===== config.mk =====
export PLATFORM = sky130hd
export DESIGN_NAME = path_request_sequencer
export DESIGN_NICKNAME = d
export VERILOG_FILES = /design/src/rtl/path_request_sequencer.sv
export SDC_FILE = /design/constraint.sdc
export NUM_CORES = 1
export LEC_CHECK = 0
export CAP_MARGIN = 20
export CORE_ASPECT_RATIO = 0.6
export CORE_MARGIN = 4
export CORE_UTILIZATION = 50
export CTS_BUF_LIST = sky130_fd_sc_hd__clkbuf_2 sky130_fd_sc_hd__clkbuf_4 sky130_fd_sc_hd__clkbuf_8
export DETAILED_ROUTE_END_ITERATION = 8
export PLACE_DENSITY = 0.83
export SETUP_SLACK_MARGIN = 0.02
export SLEW_MARGIN = 20
export SYNTH_ARGS = -nofsm -noshare
export SYNTH_HDL_FRONTEND = slang
export SYNTH_SLANG_ARGS = --single-unit

===== constraint.sdc =====
create_clock -name clk -period 4.6 [get_ports clk]
set_input_delay 0.69 -clock clk [delete_from_list [all_inputs] [get_ports clk]]
set_output_delay 0.69 -clock clk [all_outputs]
set_load 0.005 [all_outputs]

===== src/rtl/path_request_sequencer.sv =====
// Front-end controller for the shortest-path engine. It accepts one route
// request, launches the engine from the start node and walks the engine's
// previous-node table back from the end node onto a LIFO. It then streams the
// route start->end to the motion logic. Bad requests raise a one-cycle err.
module path_request_sequencer #(
  parameter int N_NODES = 13,
  parameter int NODE_W  = 4,
  parameter int DIST_W  = 8,
  parameter int INF     = 99
) (
  input  logic              clk,
  input  logic              rst_n,
  input  logic              req_valid,
  output logic              req_ready,
  input  logic [NODE_W-1:0] req_start,
  input  logic [NODE_W-1:0] req_end,
  output logic              eng_start,
  output logic [NODE_W-1:0] eng_src,
  input  logic              eng_done,
  output logic [NODE_W-1:0] rd_addr,
  input  logic [DIST_W-1:0] rd_dist,
  input  logic [NODE_W-1:0] rd_prev,
  output logic              path_valid,
  input  logic              path_ready,
  output logic [NODE_W-1:0] path_node,
  output logic              path_last,
  output logic [DIST_W-1:0] path_cost,
  output logic              busy,
  output logic              err
);

  localparam int CNT_W = $clog2(N_NODES + 1);
  localparam logic [CNT_W-1:0]  CNT_ZERO  = CNT_W'(0);
  localparam logic [CNT_W-1:0]  CNT_ONE   = CNT_W'(1);
  localparam logic [CNT_W-1:0]  CNT_FULL  = CNT_W'(N_NODES);
  localparam logic [CNT_W-1:0]  CNT_GUARD = CNT_W'(N_NODES - 1);
  localparam logic [DIST_W-1:0] DIST_INF  = DIST_W'(INF);
  localparam logic [DIST_W-1:0] DIST_ZERO = DIST_W'(0);
  localparam logic [NODE_W-1:0] NODE_ZERO = NODE_W'(0);

  typedef enum logic [2:0] {
    S_IDLE   = 3'd0,
    S_LAUNCH = 3'd1,
    S_WAIT   = 3'd2,
    S_RD     = 3'd3,
    S_CHK    = 3'd4,
    S_EMIT   = 3'd5,
    S_ERR    = 3'd6
  } state_e;

  // Node id is inside the graph.
  function automatic logic id_valid(input logic [NODE_W-1:0] id);
    return (32'(id) < 32'(N_NODES));
  endfunction

  state_e              state_q, state_d;
  logic [NODE_W-1:0]   src_q, src_d;
  logic [NODE_W-1:0]   dst_q, dst_d;
  logic [NODE_W-1:0]   cur_q, cur_d;
  logic                first_q, first_d;
  logic [NODE_W-1:0]   stack_q [N_NODES];
  logic [NODE_W-1:0]   stack_d [N_NODES];
  logic [CNT_W-1:0]    cnt_q, cnt_d;
  logic [CNT_W-1:0]    top_idx_s;

  logic                req_ready_q, req_ready_d;
  logic                eng_start_q, eng_start_d;
  logic [NODE_W-1:0]   eng_src_q, eng_src_d;
  logic [NODE_W-1:0]   rd_addr_q, rd_addr_d;
  logic                path_valid_q, path_valid_d;
  logic [NODE_W-1:0]   path_node_q, path_node_d;
  logic                path_last_q, path_last_d;
  logic [DIST_W-1:0]   path_cost_q, path_cost_d;
  logic                busy_q, busy_d;
  logic                err_q, err_d;

  // Next-state, stack and registered-output computation.
  always_comb begin
    state_d     = state_q;
    src_d       = src_q;
    dst_d       = dst_q;
    cur_d       = cur_q;
    first_d     = first_q;
    stack_d     = stack_q;
    cnt_d       = cnt_q;
    eng_src_d   = eng_src_q;
    rd_addr_d   = rd_addr_q;
    path_cost_d = path_cost_q;
    eng_start_d = 1'b0;
    err_d       = 1'b0;

    case (state_q)
      S_IDLE: begin
        if (req_valid) begin
          src_d       = req_start;
          dst_d       = req_end;
          cnt_d       = CNT_ZERO;
          path_cost_d = DIST_ZERO;
          if (!id_valid(req_start) || !id_valid(req_end)) begin
            state_d = S_ERR;
            err_d   = 1'b1;
          end else if (req_start == req_end) begin
            // Trivial route: the start node is the whole path.
            stack_d[0] = req_start;
            cnt_d      = CNT_ONE;
            state_d    = S_EMIT;
          end else begin
            eng_start_d = 1'b1;
            eng_src_d   = req_start;
            state_d     = S_LAUNCH;
          end
        end else begin
          state_d = S_IDLE;
        end
      end

      S_LAUNCH: begin
        state_d = S_WAIT;
      end

      S_WAIT: begin
        if (eng_done) begin
          cur_d     = dst_q;
          rd_addr_d = dst_q;
          first_d   = 1'b1;
          state_d   = S_RD;
        end else begin
          state_d = S_WAIT;
        end
      end

      S_RD: begin
        // Table read is in flight; data arrives next cycle.
        state_d = S_CHK;
      end

      S_CHK: begin
        first_d = 1'b0;
        if (first_q && (rd_dist == DIST_INF)) begin
          cnt_d   = CNT_ZERO;
          err_d   = 1'b1;
          state_d = S_ERR;
        end else begin
          if (first_q) begin
            path_cost_d = rd_dist;
          end else begin
            path_cost_d = path_cost_q;
          end
          if (cnt_q < CNT_FULL) begin
            stack_d[cnt_q] = cur_q;
            cnt_d          = cnt_q + CNT_ONE;
          end else begin
            cnt_d = cnt_q;
          end
          if (cur_q == src_q) begin
            state_d = S_EMIT;
          end else if ((cnt_q >= CNT_GUARD) || !id_valid(rd_prev)) begin
            // A route can't visit more nodes than the graph has: a cycle
            // in the previous-node table, or a corrupt link.
            cnt_d   = CNT_ZERO;
            err_d   = 1'b1;
            state_d = S_ERR;
          end else begin
            cur_d     = rd_prev;
            rd_addr_d = rd_prev;
            state_d   = S_RD;
          end
        end
      end

      S_EMIT: begin
        if (path_valid_q && path_ready) begin
          cnt_d = cnt_q - CNT_ONE;
          if (cnt_q == CNT_ONE) begin
            state_d = S_IDLE;
          end else begin
            state_d = S_EMIT;
          end
        end else begin
          state_d = S_EMIT;
        end
      end

      S_ERR: begin
        cnt_d   = CNT_ZERO;
        state_d = S_IDLE;
      end

      default: begin
        cnt_d   = CNT_ZERO;
        state_d = S_IDLE;
      end
    endcase

    // Outputs are registered from the next state so they line up with it.
    top_idx_s    = cnt_d - CNT_ONE;
    req_ready_d  = (state_d == S_IDLE);
    busy_d       = (state_d != S_IDLE);
    path_valid_d = (state_d == S_EMIT) && (cnt_d != CNT_ZERO);
    if (path_valid_d) begin
      path_node_d = stack_d[top_idx_s];
      path_last_d = (cnt_d == CNT_ONE);
    end else begin
      path_node_d = NODE_ZERO;
      path_last_d = 1'b0;
    end
  end

  // State, stack and output registers with synchronous active-low reset.
  always_ff @(posedge clk) begin
    if (!rst_n) begin
      state_q      <= S_IDLE;
      src_q        <= NODE_ZERO;
      dst_q        <= NODE_ZERO;
      cur_q        <= NODE_ZERO;
      first_q      <= 1'b0;
      for (int i = 0; i < N_NODES; i++) begin
        stack_q[i] <= NODE_ZERO;
      end
      cnt_q        <= CNT_ZERO;
      req_ready_q  <= 1'b1;
      eng_start_q  <= 1'b0;
      eng_src_q    <= NODE_ZERO;
      rd_addr_q    <= NODE_ZERO;
      path_valid_q <= 1'b0;
      path_node_q  <= NODE_ZERO;
      path_last_q  <= 1'b0;
      path_cost_q  <= DIST_ZERO;
      busy_q       <= 1'b0;
      err_q        <= 1'b0;
    end else begin
      state_q      <= state_d;
      src_q        <= src_d;
      dst_q        <= dst_d;
      cur_q        <= cur_d;
      first_q      <= first_d;
      stack_q      <= stack_d;
      cnt_q        <= cnt_d;
      req_ready_q  <= req_ready_d;
      eng_start_q  <= eng_start_d;
      eng_src_q    <= eng_src_d;
      rd_addr_q    <= rd_addr_d;
      path_valid_q <= path_valid_d;
      path_node_q  <= path_node_d;
      path_last_q  <= path_last_d;
      path_cost_q  <= path_cost_d;
      busy_q       <= busy_d;
      err_q        <= err_d;
    end
  end

  assign req_ready  = req_ready_q;
  assign eng_start  = eng_start_q;
  assign eng_src    = eng_src_q;
  assign rd_addr    = rd_addr_q;
  assign path_valid = path_valid_q;
  assign path_node  = path_node_q;
  assign path_last  = path_last_q;
  assign path_cost  = path_cost_q;
  assign busy       = busy_q;
  assign err        = err_q;

endmodule

Word level (Yosys, flattened, before mapping)
Index checks and enable logic that the tools add are counted.
{"block": "word_totals", "in_bits": 25, "elab_cells": 136, "regBits": 94}
{"block": "classes", "bitwise": 7, "reduce_logical": 23, "eq_ne": 17, "add_sub_neg": 3, "mux": 50, "order_cmp": 8}
{"op": "52-bit two-way mux", "n": 2}
{"op": "4-bit two-way mux", "n": 16}
{"op": "52-bit bitwise mux", "n": 1}
{"op": "48-bit two-way mux", "n": 1}
{"op": "3-bit two-way mux", "n": 8}
{"op": "8-bit two-way mux", "n": 3}
{"op": "3-bit one-hot mux with 6 select lines", "n": 1}
{"op": "4-bit binary-select mux with 4-bit select", "n": 1}
{"op": "4-bit demux with 4-bit select", "n": 1}
{"op": "4-bit < comparator, second input constant", "n": 4}
{"op": "4-bit one-hot mux with 2 select lines", "n": 2}
{"op": "4-bit one-hot mux with 4 select lines", "n": 1}
{"op": "8-bit one-hot mux with 2 select lines", "n": 1}
{"op": "2-bit inequality test, second input constant", "n": 6}
{"op": "5-bit >= comparator, second input constant", "n": 2}
{"op": "1-bit two-way mux", "n": 10}
{"op": "4-bit NOT with 5-bit output", "n": 2}
{"op": "3-bit equality test, second input constant", "n": 3}
{"op": "4-bit by 1-bit equality test with 1-bit output, second input constant", "n": 2}
{"op": "4-bit equality test", "n": 2}
{"op": "8-bit by 7-bit equality test with 1-bit output, second input constant", "n": 1}
{"op": "4-bit AND reduction", "n": 2}
{"op": "4-bit by 1-bit subtractor with 4-bit output, second input constant", "n": 2}
{"op": "3-bit by 2-bit equality test with 1-bit output, second input constant", "n": 2}
{"op": "other kinds (17)", "n": 32}

Depth between registers and ports, before layout
{"block": "logic_depth", "word_depth": 12, "mapped_depth": 13, "mapped_depth_nobuf": 11}

Least setup slack after synthesis
Ideal clock, no wire load.
{"block": "synth_timing", "path_kind": "input-to-reg", "from": "in rd_dist[7]", "to": "reg path_node_q[3], in the netlist path_node[3]", "path_slack_ns": 1.144, "path_stages": 12, "n_path_buf": 4, "t_required_ns": 4.508, "arrival_ns": 3.364, "cell_sequence": "nand4bb_1 o41a_4 o21ai_4 o2111a_2 buf_6 clkbuf_1 ha_1 buf_1 clkbuf_1 a2111oi_0 a211oi_1 o32ai_1"}
{"block": "synth_via", "elab_chain_cells": 9, "word_cells_on_any_way": 18}
{"item": "start: declaration", "line_no": "21", "rtl": "input logic [DIST_W-1:0] rd_dist,"}
{"item": "8-bit by 7-bit equality test with 1-bit output *", "line_no": "139", "rtl": "if (first_q && (rd_dist == DIST_INF)) begin"}
{"item": "1-bit logical AND *", "line_no": "139"}
{"item": "4-bit two-way mux", "line_no": "139"}
{"item": "4-bit one-hot mux with 4 select lines", "line_no": "92", "rtl": "case (state_q)"}
{"item": "4-bit by 1-bit subtractor with 4-bit output", "line_no": "196", "rtl": "top_idx_s = cnt_d - CNT_ONE;"}
{"item": "4-bit NOT with 5-bit output (implied by the code)", "line_no": "201", "rtl": "path_node_d = stack_d[top_idx_s];"}
{"item": "4-bit binary-select mux with 4-bit select", "line_no": "201"}
{"item": "4-bit two-way mux (implied by the code) (2 in a row)", "line_no": "201"}
{"item": "end signal: assignment", "line_no": "244", "rtl": "path_node_q <= path_node_d;"}
{"item": "end: declaration", "line_no": "71", "rtl": "logic [NODE_W-1:0] path_node_q, path_node_d;"}
Every way passes the cells marked *; elsewhere a longest branch is shown, timed or not. The select of a mux whose other input is x is not followed.
A chain may end at the register's enable or synchronous reset.

Worst setup path in the final report
{"block": "layout_timing", "from": "in req_start[1]", "to": "reg path_node_q[2], in the netlist path_node[2]"}
{"block": "layout_via", "elab_chain_cells": 11, "word_cells_on_any_way": 25}
{"item": "start: declaration", "line_no": "15", "rtl": "input logic [NODE_W-1:0] req_start,"}
{"item": "4-bit < comparator", "line_no": "53", "rtl": "return (32'(id) < 32'(N_NODES));"}
{"item": "1-bit logical NOT", "line_no": "99", "rtl": "if (!id_valid(req_start) || !id_valid(req_end)) begin"}
{"item": "1-bit logical OR", "line_no": "99"}
{"item": "1-bit two-way mux", "line_no": "99"}
{"item": "4-bit two-way mux", "line_no": "94", "rtl": "if (req_valid) begin"}
{"item": "4-bit one-hot mux with 4 select lines", "line_no": "92"}
{"item": "4-bit by 1-bit subtractor with 4-bit output", "line_no": "196"}
{"item": "4-bit NOT with 5-bit output (implied by the code)", "line_no": "201"}
{"item": "4-bit binary-select mux with 4-bit select", "line_no": "201"}
{"item": "4-bit two-way mux (implied by the code) (2 in a row)", "line_no": "201"}
Several ways; a longest one is shown, not always the timed one. The select of a mux whose other input is x is not followed.

==> results.toml <==
[logic_synthesis]
synth_edf_count = 0
syn_inst = 542
ys.flop_type = "dfxtp_1"
synthArstFlopShare_pct = 0
avgSynthCellArea_um2 = 8.75
ys_seq_area_share_pct = 39.7
ys_ff_latch = 94
synth_cell_types = 57
syn_area_um2 = 4740
syn_nets = 574
ys_warn_count = 0

[worst_setup_path]
cp-start-kind = "input port"
critPathSlowestCell = "nor4_1"
path_class = "in2reg"
endpoint_kind = "flop"
cp.arrival_ps = 4180
r2r_end = "path_node[2]$_SDFF_PN0_"
worst_ep_required_time_ps = 4870
r2r-start = "state_q[2]$_SDFF_PN0_"
crit_path_start = "req_start[1]"
crit_end = "path_node[2]$_SDFF_PN0_"
r2r_cells = 9
ff2ff_setup_slack_ps = 890
crit_chain = "clkdlybuf4s50_1 > xor2_1 > nor4_1 > nand2b_1 > o2111a_2 > ha_1 > a2111oi_0 > a211oi_1 > o32ai_1"
cp_max_fo = 20
critPathMaxStageDelay_ps = 690

[finish]
final_nets = 606
final_cell_area_um2 = 5500
n_antenna_cell = 0
drive_above_1_share_pct = 7.43
multi_input_area_um2 = 2660
fill_cells = 788
fin_util_pct = 59.7
synthToLayoutAreaGrowth_pct = 16.0
seq_area_um2 = 1880
layoutNonFillerInstCount = 709

[global_route]
grt_pass1_wl_um = 20700
antenna_found_initial = 0
overflow = 0
grt_max_degree = 86
grt_pass1_vias = 3911
grt_usage_pct = 23.4

[floorplan]
initial_core_util_pct = 51.4
die-area_um2 = 11200
core_area_um2 = 9220
io_pins = 51
rows = 27
die_w_um = 134
fp.dieH_um = 83.4

[clock_tree]
clock-root-buffer = "clkbuf_8"
numCtsBuffers = 9
cts.sink_count = 94
post_cts_buffers = 0
cts-htree-levels = 3
hold_buffers = 0
cts_tree = "done"
clk_latency_ps = 380
clock_path_buffers = 2
ctsResizeCount = 0
clk_pin_slew_worst_paths_ps = 100

[status]
outcome = "finished, final reports clean"

[route]
vias = 4157
post_drt_via_cell_ratio = 5.86
antenna_left = 0
routed_wl_um = 12800
drc = 0
wl_per_cell_um = 18.1
drt_iter0_drc = 484
firstDrtPassIters = 6

[timing]
rsz0062_at_grt = "false"
setup_violations = 0
hold_violations = 0
tns_ps = 0
fin_crit_sh_pct = 84.9
drv_slew = 0
slew_headroom_pct = 27.3
fmax_mhz = 256
layout_min_cycle_time_ps = 3910
skew_ps = 12.7
worst_pin_slew_ps = 1080

[placed_design]
io_buffer_count = 50
gpl.final_weighted_congestion = 0.933
dp_hpwl_um = 9270
place_area_um2 = 5280
dp.cells = 693

[power]
power_leakage_nw = 1.88
total_power_mw = 2.32
p_per_area_nw_per_um2 = 421
vdd_drop_max_v = 0.000214

[job]
maxCapViolCount = 0

[hold_path]
hold_class = "reg2reg"
## critical path, delay by kind of cell
| kind | cells | cell delay [ps] |
|---|---|---|
| buffers and inverters | 1 | 540 |
| AO/OA/AOI/OAI | 4 | 1340 |
| AND/OR/NAND/NOR | 2 | 820 |
| adder cells (fa/ha/maj) | 1 | 580 |
| XOR/XNOR | 1 | 200 |
## sequential cells by signal, summed over array words and instances, names as in the netlist
name / cells
first_q: 1
err: 1
dst_q: 4
cnt_q: 4
stack_q: 52
req_ready: 1
path_valid: 1
rd_addr: 4
path_cost: 8
eng_start: 1
eng_src: 4
src_q: 4
path_last: 1
busy: 1
state_q: 3
path_node: 4
## placed cells by master, fill, tap and decap left out, types with 8 or more instances in the layout
cell type and count:
dfxtp_1 94, nand2_1 57, nor2b_1 51, clkdlybuf4s50_1 49
a21oi_1 36, nand3_1 33, nor2_1 33, mux2i_1 27
a21boi_0 25, and2_1 14, nor3_1 10, inv_1 10
o21ai_0 9, clkbuf_8 9, and3_1 8, xnor2_1 8
a2111oi_0 8
## per-stage QoR
step                hold slack [ps]  worst slack (ps)
floorplan                       443              1140
global placement                451               653
detailed placement              462               383
CTS                             475               795
global route                    498               476
finish                          475               694
## synth_stat cells, types with 8 or more instances
| master | instances | share of area [%] |
|---|---|---|
| xnor2_1 | 8 | 1.5 |
| dfxtp_1 | 94 | 40 |
| nor2b_1 | 51 | 6.7 |
| nor3_1 | 10 | 1.1 |
| and2_1 | 14 | 1.8 |
| clkbuf_1 | 21 | 1.7 |
| and3_1 | 8 | 1.1 |
| inv_1 | 10 | 0.79 |
| mux2i_1 | 27 | 5.7 |
| o21ai_0 | 9 | 0.95 |
| a21boi_0 | 25 | 4.0 |
| nor2_1 | 33 | 2.6 |
| buf_2 | 9 | 0.95 |
| nand3_1 | 33 | 3.5 |
| a21oi_1 | 36 | 3.8 |
| a2111oi_0 | 8 | 1.5 |
| nand2_1 | 57 | 4.5 |
## per-layer routing
metal | GRT usage [%] | wire, um | vias to the layer above
met3 | 8.23 | 1450 | 15
met5 | 0 | 0 | -
li1 | - | - | 1973
met1 | 35.4 | 6070 | 1970
met4 | 5.14 | 140 | 0
met2 | 31.6 | 5170 | 199
## worst min path at each step
| stage | slack [ps] | to | cells after the start | startpoint |
|---|---|---|---|---|
| 3_3_place_gp | 450 | path_cost[6]$_SDFFE_PN0P_ | 2 | path_cost[6]$_SDFFE_PN0P_ |
| 3_5_place_dp | 460 | stack_q[36]$_SDFF_PN0_ | 2 | stack_q[36]$_SDFF_PN0_ |
| 6_report | 470 | path_cost[1]$_SDFFE_PN0P_ | 2 | path_cost[1]$_SDFFE_PN0P_ |
| 5_1_grt | 500 | path_cost[7]$_SDFFE_PN0P_ | 2 | path_cost[7]$_SDFFE_PN0P_ |
| 2_1_floorplan | 440 | dst_q[0]$_SDFFE_PN0P_ | 2 | dst_q[0]$_SDFFE_PN0P_ |
| 4_1_cts | 470 | path_cost[0]$_SDFFE_PN0P_ | 2 | path_cost[0]$_SDFFE_PN0P_ |
## kinds of logic (layout without fill, tap and decap cells)
group / count (synthesis) / in the layout / share of synthesized area (%)
xor+xnor: 12 / 12 / 2.22
flops: 94 / 94 / 39.7
mux: 36 / 36 / 8.78
buf+inv: 45 / 82 / 4.27
simple gates: 228 / 228 / 25.2
fa+ha+maj: 7 / 7 / 1.85
compound gates: 120 / 120 / 18.0
## layout make-up
class / instances / share of cell area (%)
clock buffers: 10 / 2.39
well taps: 130 / 2.96
repair buffers: 55 / 9.69
clock inverters: 6 / 1.71
inverters: 11 / 0.750
flip-flops and latches: 94 / 34.2
multi-input cells: 403 / 48.3
## report_power, final
part,internal (mW),total [mW],leakage (nW),switching [mW]
clock,0.318,0.631,0.116,0.313
combinational,0.285,0.707,1.01,0.422
sequential,0.874,0.978,0.761,0.104
total,1.48,2.32,1.88,0.839
No activity file was read; power rests on OpenSTA's default activity.
